**src/rtl/lfsr_decrypt_engine.sv**
```systemverilog
// LFSR stream-cipher decryptor: recovers tap/seed from the all-space preamble,
// decrypts a 64-byte block from data memory and writes the space-stripped plaintext back.
module lfsr_decrypt_engine #(
  parameter int unsigned MSG_BASE = 64,
  parameter int unsigned OUT_BASE = 0,
  parameter int unsigned OUT_LEN  = 41
) (
  input  logic       CLK,
  input  logic       start,
  output logic [7:0] mem_addr,
  output logic       mem_wr_en,
  output logic [7:0] mem_wdata,
  input  logic [7:0] mem_rdata,
  output logic       done,
  output logic       err,
  output logic [2:0] tap_idx
);

  localparam int unsigned CNT_W  = $clog2(OUT_LEN + 1);
  localparam int unsigned IDX_W  = 6;
  localparam logic [7:0]  SPACE  = 8'h20;
  localparam logic [7:0]  TAPS [8] = '{8'he1, 8'hd4, 8'hc6, 8'hb8, 8'hb4, 8'hb2, 8'hfa, 8'hf3};

  typedef enum logic [2:0] {
    S_LOAD, S_SEARCH, S_DEC_RD, S_DEC_WR, S_PAD, S_DONE
  } state_t;

  state_t             state;
  logic               phase;
  logic [2:0]         ld_idx;
  logic [7:0]         kbuf [8];
  logic [2:0]         pidx;
  logic [7:0]         lfsr;
  logic [IDX_W-1:0]   i_cnt;
  logic [CNT_W-1:0]   wcnt;
  logic               strip;

  logic               match;
  logic [7:0]         plain;
  logic               keep;
  logic               dec_wr;
  logic [CNT_W-1:0]   wcnt_inc;
  logic [CNT_W-1:0]   wcnt_next;

  function automatic logic [7:0] lfsr_step(input logic [7:0] s, input logic [7:0] tap);
    return {s[6:0], ^(s & tap)};
  endfunction

  // Candidate tap must reproduce the whole recovered keystream prefix
  always_comb begin
    match = 1'b1;
    for (int j = 0; j < 7; j++) begin
      if (lfsr_step(kbuf[j], TAPS[pidx]) != kbuf[j+1]) match = 1'b0;
    end
  end

  assign plain     = mem_rdata ^ lfsr;
  assign keep      = !(strip && (plain == SPACE));
  assign dec_wr    = (state == S_DEC_WR) && keep && (wcnt < CNT_W'(OUT_LEN));
  assign wcnt_inc  = wcnt + CNT_W'(1);
  assign wcnt_next = dec_wr ? wcnt_inc : wcnt;

  // Write data comes straight from the read port in DEC_WR, so the strobe is combinational
  assign mem_wr_en = !start && (dec_wr || (state == S_PAD));
  assign mem_wdata = !mem_wr_en ? 8'h00 : ((state == S_PAD) ? SPACE : plain);

  always_ff @(posedge CLK) begin
    if (start) begin
      state    <= S_LOAD;
      phase    <= 1'b0;
      ld_idx   <= '0;
      for (int j = 0; j < 8; j++) kbuf[j] <= '0;
      pidx     <= '0;
      lfsr     <= '0;
      i_cnt    <= '0;
      wcnt     <= '0;
      strip    <= 1'b1;
      done     <= 1'b0;
      err      <= 1'b0;
      tap_idx  <= '0;
      mem_addr <= 8'(MSG_BASE);
    end else begin
      case (state)
        S_LOAD: begin
          if (!phase) begin
            phase <= 1'b1;
          end else begin
            kbuf[ld_idx] <= mem_rdata ^ SPACE;
            phase        <= 1'b0;
            mem_addr     <= mem_addr + 8'd1;
            ld_idx       <= ld_idx + 3'd1;
            if (ld_idx == 3'd7) state <= S_SEARCH;
          end
        end
        S_SEARCH: begin
          if (kbuf[0] == 8'h00) begin
            err   <= 1'b1;
            done  <= 1'b1;
            state <= S_DONE;
          end else if (match) begin
            tap_idx  <= pidx;
            lfsr     <= kbuf[0];
            mem_addr <= 8'(MSG_BASE);
            state    <= S_DEC_RD;
          end else if (pidx == 3'd7) begin
            err   <= 1'b1;
            done  <= 1'b1;
            state <= S_DONE;
          end else begin
            pidx <= pidx + 3'd1;
          end
        end
        S_DEC_RD: begin
          mem_addr <= 8'(OUT_BASE) + 8'(wcnt);
          state    <= S_DEC_WR;
        end
        S_DEC_WR: begin
          lfsr <= lfsr_step(lfsr, TAPS[tap_idx]);
          if (keep) strip <= 1'b0;
          wcnt <= wcnt_next;
          if (wcnt_next == CNT_W'(OUT_LEN)) begin
            done  <= 1'b1;
            state <= S_DONE;
          end else if (i_cnt == IDX_W'(63)) begin
            mem_addr <= 8'(OUT_BASE) + 8'(wcnt_next);
            state    <= S_PAD;
          end else begin
            i_cnt    <= i_cnt + IDX_W'(1);
            mem_addr <= 8'(MSG_BASE) + 8'(i_cnt) + 8'd1;
            state    <= S_DEC_RD;
          end
        end
        S_PAD: begin
          wcnt     <= wcnt_inc;
          mem_addr <= mem_addr + 8'd1;
          if (wcnt_inc == CNT_W'(OUT_LEN)) begin
            done  <= 1'b1;
            state <= S_DONE;
          end
        end
        S_DONE: begin
          done <= 1'b1;
        end
        default: state <= S_DONE;
      endcase
    end
  end

endmodule

```
**config.mk**
```make
export PLATFORM = sky130hd
export DESIGN_NAME = lfsr_decrypt_engine
export DESIGN_NICKNAME = d
export VERILOG_FILES = /design/src/rtl/lfsr_decrypt_engine.sv
export SDC_FILE = /design/constraint.sdc
export NUM_CORES = 1
export LEC_CHECK = 0
export CAP_MARGIN = 10
export CORE_MARGIN = 3
export CORE_UTILIZATION = 35
export CTS_BUF_LIST = sky130_fd_sc_hd__clkbuf_4 sky130_fd_sc_hd__clkbuf_8
export DETAILED_ROUTE_END_ITERATION = 8
export PLACE_DENSITY = 0.61
export SYNTH_ARGS = -nofsm -noshare
export SYNTH_HDL_FRONTEND = slang
export SYNTH_SLANG_ARGS = --single-unit
```
**constraint.sdc**
```tcl
create_clock -name CLK -period 4.3 [get_ports CLK]
set_clock_uncertainty 0.05 [all_clocks]
set_input_delay 0.645 -clock CLK [delete_from_list [all_inputs] [get_ports CLK]]
set_output_delay 0.645 -clock CLK [all_outputs]
set_load 0.03 [all_outputs]
```
==> results.sh <==
export IMPL_diodes=0
export IMPL_slew_limit_headroom=0.242
export IMPL_required_ns=3.61
export IMPL_layout_cells_non_filler=1122
export IMPL_syn_num_nets=841
export IMPL_setup_tns_ns=0
export IMPL_final_cell_mix="nor2_1 (69), edfxtp_1 (64), nand2_1 (61), and2_1 (61), xnor2_1 (47)"
export IMPL_grt_max_degree=35
export IMPL_crit_path_end_kind="output port"
export IMPL_timing_hold_ws_ns=0.413
export IMPL_rows=52
export IMPL_p_comb_frac=0.341
export IMPL_ys_flop_type="edfxtp_1"
export IMPL_coreArea_um2=20400
export IMPL_design_portCount=32
export IMPL_synth_largest_area_cell="edfxtp_1"
export IMPL_final_max_slew_viol_count=0
export IMPL_overflow=0
export IMPL_layout_commonest_cell="nor2_1"
export IMPL_total_power_w=0.00296
export IMPL_clk_pin_slew_ns=0.10
export IMPL_p_leak_nw=2.96
export IMPL_seqPwrFrac=0.447
export IMPL_cts_setup_buffers=0
export IMPL_internal_power_w=0.00192
export IMPL_numCtsBuffers=9
export IMPL_cts_sinks=108
export IMPL_p_switching_w=0.00104
export IMPL_hpwlAfterDp_um=15400
export IMPL_cp_arrival_ns=3.31
export IMPL_die_area_um2=22800
export IMPL_fin_nets=871
export IMPL_postSynthCellCount=817
export IMPL_post_route_min_period_ns=4.01
export IMPL_max_freq_mhz=250
export IMPL_start_util=0.360
export IMPL_hp_class="flop to flop"
export IMPL_portBuffers=31
export IMPL_pwr_density_cell_nw_per_um2=359
export IMPL_ys_warnings_count=0
export IMPL_tightest_slew_ns=1.13
export IMPL_wl_um=20300
export IMPL_dp_cells=1105
export IMPL_ys_seq_elements=108
export IMPL_syn_to_final_growth_pct=11.8
export IMPL_dr_first_iter_drc_count=615
export IMPL_gp_congestion=0.954
export IMPL_antenna_found_initial=0
export IMPL_hold_viol=0
export IMPL_ys_types=76
export IMPL_first_pass_iters=5
export IMPL_postRouteAntennaNets=0
export IMPL_power_share_clock=0.211
export IMPL_vias=6111
export IMPL_synth_top_area_share=0.261
export IMPL_clockBufferDepth=2
export IMPL_swShare=0.351
export IMPL_htreeDepth=3
export IMPL_cap_viol_max_count=0
export IMPL_rsz0062_at_grt="false"
export IMPL_cts_tree="done"
export IMPL_fin_crit_sh=0.932
export IMPL_layout_drive_gt1_share=0.0880
export IMPL_first_global_vias=5634
export IMPL_hold_buffers=0
export IMPL_final_core_util=0.403
export IMPL_clock_latency_ns=0.39
export IMPL_synth_area_leaders="edfxtp_1 (26%), dfxtp_1 (12%), xnor2_1 (5.6%), and2_1 (5.2%), xor2_1 (3.6%)"
export IMPL_setup_violations=0
export IMPL_cts_resized_gates=0
export IMPL_route_detailed_drc=0
export IMPL_wl_per_cell_um=18.1
export IMPL_viasPerCell=5.45
export IMPL_worst_path_max_fanout=9
export IMPL_syn_cell_area_um2=7360
export IMPL_root_buffer="clkbuf_8"
export IMPL_track_usage=0.181
export IMPL_ys_seq_area_frac=0.381
export IMPL_async_flop_share=0
export IMPL_fillers=2027
export IMPL_synth_avg_cell_area_um2=9.01
export IMPL_grt_first_pass_wirelength_um=31900
export IMPL_die_h_um=151
export IMPL_start_kind="input pin"
export IMPL_die_w_um=151
export IMPL_status="completed"
export IMPL_multi_input_area_um2=4280
export IMPL_synth_edf_count=64
export IMPL_critPathKind="input pin to output port"
export IMPL_peakVddDrop_v=0.000154
export IMPL_regArea_um2=2800
==> per-stage QoR <==
step / cell area (µm²) / worst slack, ns
2_1_floorplan: 7360 / 0.749
3_3_place_gp: 8040 / 0.166
3_5_place_dp: 8040 / 0.150
4_1_cts: 8230 / 0.254
5_1_grt: 8240 / 0.0964
6_report: 8240 / 0.294
==> worst max-delay path, stage by stage <==
cell and delay, ns:
clkdlybuf4s50_1 0.61, xnor2_1 0.33, nand4_1 0.18, nor4_4 0.44, or2_2 0.24, a21oi_1 0.09, a21boi_0 0.15, clkdlybuf4s50_1 0.62
==> path summary, 6_finish.rpt <==
path / slack, ns / endpoint / startpoint / depth (start not counted)
worst max-delay path: 0.29 / mem_wdata[5] / mem_rdata[6] / 8
worst max register to register: 0.48 / lfsr[4] / pidx[1] / 12
worst min-delay path: 0.41 / strip / strip / 1
worst min register to register: 0.41 / strip / strip / 1
==> cell usage after synthesis (all sizes together), types with 19 or more instances <==
master and n:
a21oi 42, and2 61, clkbuf 29, dfxtp 44, edfxtp 64, inv 22
mux2i 23, nand2 61, nand2b 19, nand3 25, nor2 71, nor3 22
o21ai 44, xnor2 47, xor2 30
==> power groups by stage <==
stage	Sequential, W	Combinational [W]	Clock [W]
floorplan	0.00133	0.000713	0
global placement	0.00134	0.00100	0
detailed placement	0.00135	0.00101	0
CTS	0.00132	0.00101	0.000642
global route	0.00134	0.00110	0.000685
finish	0.00132	0.00101	0.000625
==> logic make-up after synthesis <==
| group | count (synthesis) | synth area share |
|---|---|---|
| AOI/OAI and AO/OA | 183 | 0.166 |
| xor gates and xnor gates | 82 | 0.107 |
| adders and majority gates | 14 | 0.0238 |
| buffers and inverters | 65 | 0.0387 |
| DFF | 108 | 0.381 |
| muxes | 28 | 0.0394 |
| and+or+nand+nor | 337 | 0.244 |
==> layer usage <==
layer | track usage | up-vias | wire, µm
met5 | 0 | - | 0
met4 | 0.0558 | 0 | 397
met3 | 0.0236 | 28 | 959
met2 | 0.291 | 164 | 9460
met1 | 0.255 | 2905 | 9520
li1 | - | 3014 | -
==> final cells by class <==
class                   instances  area share
clock buffers                   9      0.0150
clock inverters                 7     0.00820
inverters                      22      0.0100
multi-input cells             644       0.520
flip-flops and latches        108       0.340
well taps                     270      0.0410
repair buffers                 62      0.0653
==> state kept, by name (all words and copies together) (netlist names) <==
signal and count:
done 1, err 1, i_cnt 6, kbuf 64, ld_idx 3, lfsr 8, mem_addr 8, phase 1
pidx 3, state 3, strip 1, tap_idx 3, wcnt 6
Note: power is estimated with default switching activity, not from simulation.
